===== src/rtl/alu_exec_stage_pkg.sv =====
// Shared definitions for the execute-stage ALU: opcode codes, default width
// and the skid-buffer state encoding ({skid_valid, main_valid}).
package alu_exec_stage_pkg;

  localparam int XLEN_DEF  = 32;
  localparam int TAG_W_DEF = 5;

  typedef enum logic [2:0] {
    ALU_ADD = 3'b000,
    ALU_SUB = 3'b001,
    ALU_AND = 3'b010,
    ALU_OR  = 3'b011,
    ALU_SLT = 3'b101
  } alu_op_e;

  typedef enum logic [1:0] {
    ST_EMPTY = 2'b00,
    ST_ONE   = 2'b01,
    ST_FULL  = 2'b11
  } stage_state_e;

endpackage


===== src/rtl/alu_exec_stage_alu_core.sv =====
// Combinational ALU: result, zero and, with ALU_FLAGS_EN defined,
// carry/overflow/negative flags.
module alu_core
  import alu_exec_stage_pkg::*;
#(
  parameter int XLEN = XLEN_DEF
) (
  input  logic [XLEN-1:0] src_a,
  input  logic [XLEN-1:0] src_b,
  input  logic [2:0]      alu_control,
  output logic [XLEN-1:0] result,
  output logic            zero
`ifdef ALU_FLAGS_EN
  ,output logic           carry
  ,output logic           overflow
  ,output logic           negative
`endif
);

  // NOTE: every output gets a default first so no path through the case
  // leaves it unassigned and infers a latch.
  always_comb begin
    result = '0;
    case (alu_control)
      ALU_ADD: result = src_a + src_b;
      ALU_SUB: result = src_a - src_b;
      ALU_AND: result = src_a & src_b;
      ALU_OR:  result = src_a | src_b;
      ALU_SLT: result = {{(XLEN-1){1'b0}}, ($signed(src_a) < $signed(src_b))};
      default: result = '0;
    endcase
  end

  assign zero = (result == '0);

`ifdef ALU_FLAGS_EN
  logic [XLEN:0] sum_ext;
  logic          a_msb, b_msb, r_msb;

  assign sum_ext = {1'b0, src_a} + {1'b0, src_b};
  assign a_msb   = src_a[XLEN-1];
  assign b_msb   = src_b[XLEN-1];
  assign r_msb   = result[XLEN-1];

  always_comb begin
    carry    = 1'b0;
    overflow = 1'b0;
    case (alu_control)
      ALU_ADD: begin
        carry    = sum_ext[XLEN];
        overflow = (a_msb == b_msb) && (r_msb != a_msb);
      end
      ALU_SUB: begin
        // Carry on subtract means "no borrow".
        carry    = (src_a >= src_b);
        overflow = (a_msb != b_msb) && (r_msb != a_msb);
      end
      default: ;
    endcase
  end

  assign negative = r_msb;
`endif

endmodule


===== src/rtl/alu_exec_stage.sv =====
// Execute stage: ALU followed by a 2-entry skid buffer with valid/ready on
// both sides. Optional flag outputs are enabled by defining ALU_FLAGS_EN.
module alu_exec_stage
  import alu_exec_stage_pkg::*;
#(
  parameter int XLEN  = XLEN_DEF,
  parameter int TAG_W = TAG_W_DEF
) (
  input  logic             clk,
  input  logic             rst_n,
  input  logic             flush,
  input  logic             in_valid,
  output logic             in_ready,
  input  logic [XLEN-1:0]  src_a,
  input  logic [XLEN-1:0]  src_b,
  input  logic [2:0]       alu_control,
  input  logic [TAG_W-1:0] in_tag,
  output logic             out_valid,
  input  logic             out_ready,
  output logic [XLEN-1:0]  result,
  output logic             zero,
  output logic [TAG_W-1:0] out_tag
`ifdef ALU_FLAGS_EN
  ,output logic            carry
  ,output logic            overflow
  ,output logic            negative
`endif
);

  stage_state_e state_q, state_d;
  logic         in_ready_q;
  logic         in_xfer, out_xfer;
  logic         load_main, load_skid, move_skid;

  logic [XLEN-1:0]  core_result, main_result_q, skid_result_q;
  logic             core_zero, main_zero_q, skid_zero_q;
  logic [TAG_W-1:0] main_tag_q, skid_tag_q;

`ifdef ALU_FLAGS_EN
  logic [2:0] core_flags, main_flags_q, skid_flags_q;
`endif

  alu_core #(.XLEN(XLEN)) u_alu_core (
    .src_a       (src_a),
    .src_b       (src_b),
    .alu_control (alu_control),
    .result      (core_result),
    .zero        (core_zero)
`ifdef ALU_FLAGS_EN
    ,.carry      (core_flags[2])
    ,.overflow   (core_flags[1])
    ,.negative   (core_flags[0])
`endif
  );

  assign in_ready  = in_ready_q;
  assign out_valid = (state_q != ST_EMPTY);
  assign in_xfer   = in_valid && in_ready_q;
  assign out_xfer  = out_valid && out_ready;

  always_comb begin
    state_d   = state_q;
    load_main = 1'b0;
    load_skid = 1'b0;
    move_skid = 1'b0;
    case (state_q)
      ST_EMPTY: if (in_xfer) begin
        state_d   = ST_ONE;
        load_main = 1'b1;
      end
      ST_ONE: begin
        if (in_xfer && out_xfer) begin
          load_main = 1'b1;
        end else if (in_xfer) begin
          state_d   = ST_FULL;
          load_skid = 1'b1;
        end else if (out_xfer) begin
          state_d   = ST_EMPTY;
        end
      end
      ST_FULL: if (out_xfer) begin
        state_d   = ST_ONE;
        move_skid = 1'b1;
      end
      default: state_d = ST_EMPTY;
    endcase
    // Flush wins over any same-cycle acceptance; the offered input is dropped.
    if (flush) begin
      state_d   = ST_EMPTY;
      load_main = 1'b0;
      load_skid = 1'b0;
      move_skid = 1'b0;
    end
  end

  // NOTE: sequential state uses non-blocking assignments so every register
  // samples pre-edge values regardless of statement order.
  always_ff @(posedge clk) begin
    if (!rst_n) begin
      state_q    <= ST_EMPTY;
      in_ready_q <= 1'b1;
    end else begin
      state_q    <= state_d;
      in_ready_q <= (state_d != ST_FULL);
    end
  end

  always_ff @(posedge clk) begin
    if (!rst_n || flush) begin
      main_result_q <= '0;
      main_zero_q   <= 1'b0;
      main_tag_q    <= '0;
      skid_result_q <= '0;
      skid_zero_q   <= 1'b0;
      skid_tag_q    <= '0;
`ifdef ALU_FLAGS_EN
      main_flags_q  <= '0;
      skid_flags_q  <= '0;
`endif
    end else begin
      if (load_main) begin
        main_result_q <= core_result;
        main_zero_q   <= core_zero;
        main_tag_q    <= in_tag;
`ifdef ALU_FLAGS_EN
        main_flags_q  <= core_flags;
`endif
      end else if (move_skid) begin
        main_result_q <= skid_result_q;
        main_zero_q   <= skid_zero_q;
        main_tag_q    <= skid_tag_q;
`ifdef ALU_FLAGS_EN
        main_flags_q  <= skid_flags_q;
`endif
      end
      if (load_skid) begin
        skid_result_q <= core_result;
        skid_zero_q   <= core_zero;
        skid_tag_q    <= in_tag;
`ifdef ALU_FLAGS_EN
        skid_flags_q  <= core_flags;
`endif
      end
    end
  end

  assign result  = main_result_q;
  assign zero    = main_zero_q;
  assign out_tag = main_tag_q;

`ifdef ALU_FLAGS_EN
  assign carry    = main_flags_q[2];
  assign overflow = main_flags_q[1];
  assign negative = main_flags_q[0];
`endif

endmodule


===== config.mk =====
export PLATFORM = sky130hd
export DESIGN_NAME = alu_exec_stage
export DESIGN_NICKNAME = d
export VERILOG_FILES = /design/src/rtl/alu_exec_stage_pkg.sv /design/src/rtl/alu_exec_stage_alu_core.sv /design/src/rtl/alu_exec_stage.sv
export SDC_FILE = /design/constraint.sdc
export NUM_CORES = 1
export LEC_CHECK = 0
export CAP_MARGIN = 40
export CORE_UTILIZATION = 45
export CTS_CLUSTER_DIAMETER = 200
export CTS_CLUSTER_SIZE = 24
export DETAILED_ROUTE_END_ITERATION = 10
export GPL_TIMING_DRIVEN = 0
export PLACE_DENSITY = 0.67
export REMOVE_ABC_BUFFERS = 1
export SYNTH_ARGS = -nofsm -noshare
export SYNTH_HDL_FRONTEND = slang
export SYNTH_SLANG_ARGS = --single-unit

===== constraint.sdc =====
create_clock -name clk -period 5.9 [get_ports clk]
set_clock_uncertainty 0.2 [all_clocks]
set_input_delay 1.18 -clock clk [delete_from_list [all_inputs] [get_ports clk]]
set_output_delay 1.18 -clock clk [all_outputs]
set_load 0.03 [all_outputs]

Word level (Yosys, flattened, before mapping)
Index checks and enable logic that the tools add are counted.
{"block": "op_classes", "addsub": 2, "multipliers": 0, "div": 0, "n_lt_le_gt_ge": 1, "n_eq_ne": 7, "shift": 0, "mux": 24, "bitwise": 2, "reduce_logical": 10}
{"op": "$pmux W32 S5", "n": 1}
{"op": "$mux W32", "n": 2}
{"op": "$add A32 B32 Y32", "n": 1}
{"op": "$and A32 B32 Y32", "n": 1}
{"op": "$logic_not A32 Y1", "n": 1}
{"op": "$lt A32 B32 Y1", "n": 1}
{"op": "$or A32 B32 Y32", "n": 1}
{"op": "$sub A32 B32 Y32", "n": 1}
{"op": "$mux W2", "n": 6}
{"op": "$mux W1", "n": 11}
{"op": "$mux W5", "n": 2}
{"op": "$eq A3 B2 Y1 const B", "n": 2}
{"op": "$pmux W2 S3", "n": 1}
{"op": "$reduce_bool A2 Y1", "n": 2}
{"op": "$eq A3 B1 Y1 const B", "n": 1}
{"op": "$eq A3 B3 Y1 const B", "n": 1}
{"op": "$logic_and A1 B1 Y1", "n": 3}
{"op": "$logic_not A3 Y1", "n": 1}
{"op": "$eq A2 B1 Y1 const B", "n": 1}
{"op": "$eq A2 B2 Y1 const B", "n": 1}
{"op": "$logic_not A2 Y1", "n": 1}
{"op": "$ne A2 B2 Y1 const B", "n": 1}
{"op": "$pmux W1 S2", "n": 1}
{"op": "$logic_not A1 Y1", "n": 1}
{"op": "$logic_or A1 B1 Y1", "n": 1}
{"block": "word_totals", "register_bits": 79, "latch_bits": 0, "mem_bits_rw": 0, "rom_bits": 0, "inputBits": 77, "out_inout_bits": 40, "word_cells": 54, "mem_count": 0}

Logic depth before layout (Yosys ltp)
{"block": "logic_depth", "depth_word": 8, "depth_mapped": 14, "mapped_depth_nobuf": 14}

Modules after synthesis
A second synthesis with hierarchy kept.
{"block": "unflattened", "hier_cells": 1224, "hier_area_um2": 8892.3}
{"mod": "alu_core", "instances": 1, "cells_per_inst": 818, "area_each_um2": 5365.1, "seq_area_each_um2": 0.0}
{"mod": "alu_exec_stage", "instances": 1, "cells_per_inst": 406, "area_each_um2": 3527.1, "seq_area_each_um2": 1581.5}

Least setup slack after synthesis
Ideal clock, no wire load.
{"block": "synth_timing", "path_kind": "input -> register", "from": "input src_a[0]", "to": "register main_zero_q (netlist: zero)", "setup_ns": 0.088, "arrival_time_ns": 3.994, "required_ns": 5.612, "slack_ns": 1.618, "cell_stages": 14, "path_buffers": 0, "cell_sequence": "inv_1 -> ha_1 -> fa_1 -> o21bai_2 -> o2111ai_2 -> and3_1 -> or3_1 -> a32oi_1 -> and2_1 -> and4_1 -> nand4_1 -> nor4b_2 -> nand4_1 -> o32ai_2"}
{"block": "synth_between", "elab_chain_len": 4, "word_cells_on_any_way": 8, "cone_classes": "add/sub: 2; order compare: 1; mux: 2; bitwise: 2; reduce/logical: 1"}
{"element": "start, declared", "line_no": "alu_exec_stage.sv:14", "source": "input logic [XLEN-1:0] src_a,"}
{"element": "$sub A32 B32 Y32, or another cell as far along", "line_no": "alu_exec_stage_alu_core.sv:26", "source": "ALU_SUB: result = src_a - src_b;"}
{"element": "$pmux W32 S5 *", "line_no": "alu_exec_stage_alu_core.sv:24", "source": "case (alu_control)"}
{"element": "$logic_not A32 Y1 *", "line_no": "alu_exec_stage_alu_core.sv:34", "source": "assign zero = (result == '0);"}
{"element": "$mux W1 *", "line_no": "alu_exec_stage.sv:121", "source": "if (load_main) begin"}
{"element": "end signal, assigned", "line_no": "alu_exec_stage.sv:123", "source": "main_zero_q <= core_zero;"}
{"element": "end signal, assigned", "line_no": "alu_exec_stage.sv:130", "source": "main_zero_q <= skid_zero_q;"}
{"element": "end, declared", "line_no": "alu_exec_stage.sv:36", "source": "logic core_zero, main_zero_q, skid_zero_q;"}
Mark *: on every way between the ends. The rest lies on a longest branch, timed or not.
A chain may end at the register's enable or synchronous reset.

Worst setup path in the final report
{"block": "layout_timing", "from": "input src_a[4]", "to": "register main_zero_q (netlist: zero)"}
Same word-level chain as after synthesis.

==> impl_metrics.csv <==
group,metric,value,unit
setup_path,r2r.worst_path.cells,4,
clock_tree,root_buffer,"clkbuf_16",
grt,grt_pass1_wl,44060,µm
clock_tree,ctsResizeCount,0,
placement,port_buffers,116,
power_and_ir_drop,netSwitchingFraction,35.31,%
synth,synth-main-ff-cell,"dfxtp_1",
synth,synth.yosys.seq_area_share,17.94,%
clock_tree,path_clk_slew,0.05,ns
clock_tree,cts_tree,"built",
drt,wire_per_inst,17.54,µm
sta,fmax,0.1838,GHz
synth,synth_cells,1233,
synth,ys_ff_latch,79,
setup_path,regToRegSetupSlack,3.43,ns
setup_path,end_kind,"flop",
drt,drt_iter0_markers,829,
setup_path,crit_family,"compound AO/OA/AOI/OAI gates",
floorplanning,rows,50,
setup_path,startpoint_type,"input port",
power_and_ir_drop,p_comb_share,38.8,%
setup_path,worstPathCellList,"clkdlybuf4s50_1, inv_1, ha_1, nand4_1, a2111oi_2, o21ai_0, a21oi_1, mux2i_1, nand3_1, nor4b_2, nor4b_2, nand4_1, o32ai_2",
clock_tree,clock_path_buffers,2,
clock_tree,post_cts_buffers,0,
cells_and_area,antenna_cells,0,
power_and_ir_drop,power_density,177.5,mW/mm²
power_and_ir_drop,irDropWorstVdd,0.1116,mV
power_and_ir_drop,power_switching,662.0,µW
placement,dpl.cell_count,1544,
sta,fin_setup_tns,0,ns
clock_tree,cts.sinks,79,
setup_path,critPathRequiredTime,5.94,ns
placement,dp_hpwl,20840,µm
grt,grt_pass1_vias,8454,
job,max_cap_violations,0,
sta,hold_viol,0,
status,run_status,"completed",
worst_hold_path,whs_path_depth,2,
setup_path,slowest_delay,0.72,ns
grt,grt_overflow,0,
sta,final_max_slew_viol_count,0,
sta,holdWs,0.2533,ns
floorplanning,core-area,0.01896,mm²
power_and_ir_drop,seq_power_share,29.3,%
clock_tree,clk_latency,0.33,ns
worst_hold_path,min_to,"skid_tag_q[2]",
floorplanning,initial_utilization,46.50,%
synth,syn_area,0.008813,mm²
placement,gp_congestion,0.9279,
synth,yosysTopAreaCellShare,17.94,%
floorplanning,ioPinCount,117,
setup_path,r2r-end,"result[6]",
worst_hold_path,min-delay-path-class,"reg -> reg",
cells_and_area,layout.nets,1481,
sta,report.final.setup_viol,0,
clock_tree,cts-htree-levels,3,
floorplanning,die_w,142.0,µm
drt,wirelength,27360,µm
sta,rsz0062_at_grt,"false",
synth,ys_async_sr_fraction,0,%
grt,antenna_found_initial,0,
grt,grt_util_all_layers,27.38,%
synth,synth.distinct_cells,93,
drt,vias,9388,
synth,synth.avg_cell_area,7.148,µm²
power_and_ir_drop,p_leak,4.246,nW
synth,synth_area_leaders,"dfxtp_1, ha_1, nand2_1",
setup_path,cp_num_buf_inv,2,
cells_and_area,drive_gt1_share,6.615,%
synth,synth-edff-count,0,
power_and_ir_drop,pwr-share-clk,32.0,%
clock_tree,ctsHoldBuffers,0,
setup_path,worstSetupPathType,"in -> reg",
synth,yosysTopAreaCell,"dfxtp_1",
sta,worst_pin_slew,0.9729,ns
setup_path,arrival,5.48,ns
cells_and_area,area_delta_synth_final,19.86,%
power_and_ir_drop,p_int,1.213,mW
drt,first_pass_iters,8,
sta,fin_crit,5.441,ns
setup_path,cpMaxStageDelayCell,"a2111oi_2",
drt,via_per_inst,6.018,
cells_and_area,fin_cells,1560,
setup_path,regToRegStartpoint,"state_q[1]",
worst_hold_path,min_from,"skid_tag_q[2]",
sta,slew_headroom,34.79,%
floorplanning,dieHeight,142.0,µm
setup_path,worst-path-max-fanout,8,
cells_and_area,n_fill_cell,1843,
sta,period_share,92.22,%
drt,drc,0,
cells_and_area,final_util,55.73,%
synth,yosysWarnings,0,
drt,ant_nets,0,
floorplanning,die_area,0.02015,mm²
grt,grt_max_degree,79,
clock_tree,cts_made_buffers,9,
==> layout make-up <==
type,instances,area [µm²],share of cell area [%]
Clock buffer,13,260.3,2.464
Sequential cell,79,1582,14.97
Multi-Input combinational cell,969,6544,61.94
Tap cell,260,325.3,3.079
Clock inverter,3,65.06,0.6159
Timing Repair Buffer,135,1409,13.34
Inverter,101,379.1,3.589
==> state kept, by name, summed over array words and instances, names as in the netlist <==
name,count
skid_tag_q,5
out_tag,5
result,32
skid_result_q,32
zero,1
in_ready,1
skid_zero_q,1
state_q,2
==> logic make-up (layout without fill, tap and decap cells) <==
group / Yosys count / in the layout / synth area share, %
compound gates: 380 / 380 / 30.99
buf+inv: 185 / 252 / 8.191
mux: 13 / 13 / 1.675
xor+xnor: 9 / 9 / 0.8944
fa+ha+maj: 109 / 109 / 15.64
simple gates: 458 / 458 / 24.66
flops: 79 / 79 / 17.94
==> how the worst max path moves through the flow <==
| stage | cells past startpoint | startpoint | slack, ns | end |
|---|---|---|---|---|
| global placement | 5 | out_ready | -2.93 | skid_result_q[25] |
| finish | 13 | src_a[4] | 0.46 | zero |
| global route | 14 | src_a[7] | 0.38 | zero |
| floorplan | 4 | out_ready | -0.09 | skid_result_q[25] |
| detailed placement | 13 | src_a[4] | 0.33 | zero |
| CTS | 13 | src_a[4] | 0.67 | zero |
==> tightest hold or removal path, delay by kind of cell, from the launching register on <==
family	cells	cell delay [ns]
AO/OA/AOI/OAI	1	0.05
flip-flops	1	0.30
AND/OR/NAND/NOR	1	0.05
==> power by group through the flow <==
stage	sequential [mW]	clock (mW)	combinational, mW
2_1_floorplan	0.575	0	0.445
3_3_place_gp	0.560	0	0.692
3_5_place_dp	0.560	0	0.710
4_1_cts	0.548	0.609	0.713
5_1_grt	0.549	0.635	0.792
6_report	0.548	0.599	0.727
==> synth_stat cells, types with 6 or more instances <==
cell,count
nor2_1,139
o21a_1,8
clkbuf_1,55
and3_1,25
nor3_1,35
o211ai_1,16
o211a_1,7
or3_1,9
xnor2_1,8
dfxtp_1,79
buf_2,16
nand3_1,21
a21oi_1,95
nand4_1,16
inv_1,99
nand2b_1,8
mux2i_1,8
nor4_1,13
o31ai_1,14
nor2b_1,11
o31a_1,6
a221oi_1,12
a21o_1,13
a311oi_1,19
o21bai_1,7
a211oi_1,54
ha_1,107
o21ai_0,41
a211o_1,6
nand2_1,146
o221ai_1,8
a31oi_1,8
or2_2,6
buf_1,11
o22ai_1,6
==> metrics by stage <==
stage | area (µm²) | power, mW | worst slack (ns)
CTS | 10560 | 1.871 | 0.6695
global placement | 9957 | 1.252 | -2.927
floorplan | 8471 | 1.020 | -0.09350
detailed placement | 10240 | 1.269 | 0.3289
global route | 10560 | 1.976 | 0.3770
finish | 10560 | 1.875 | 0.4589
==> layout by cell type, fill, tap and decap left out, drive strengths merged, types with 7 or more instances in the layout <==
cell type      instances
a211oi                54
a21o                  14
a21oi                 96
a221oi                12
a311oi                19
a31oi                 10
and3                  25
buf                   20
clkbuf                13
clkdlybuf4s50        115
dfxtp                 79
ha                   107
inv                  101
mux2i                  8
nand2                146
nand2b                 8
nand3                 21
nand4                 16
nor2                 139
nor2b                 11
nor3                  36
nor4                  16
o211a                  7
o211ai                18
o21a                   8
o21ai                 45
o21bai                 8
o221ai                 9
o31ai                 17
or2                    9
or3                    9
xnor2                  8
==> layer usage <==
metal  wire [µm]  global-route usage, %
met5           0                      0
met3        2047                  4.980
met4         424                  7.244
met1       12840                  38.61
met2       12050                  42.60
Power figures use the tool's default switching activity.
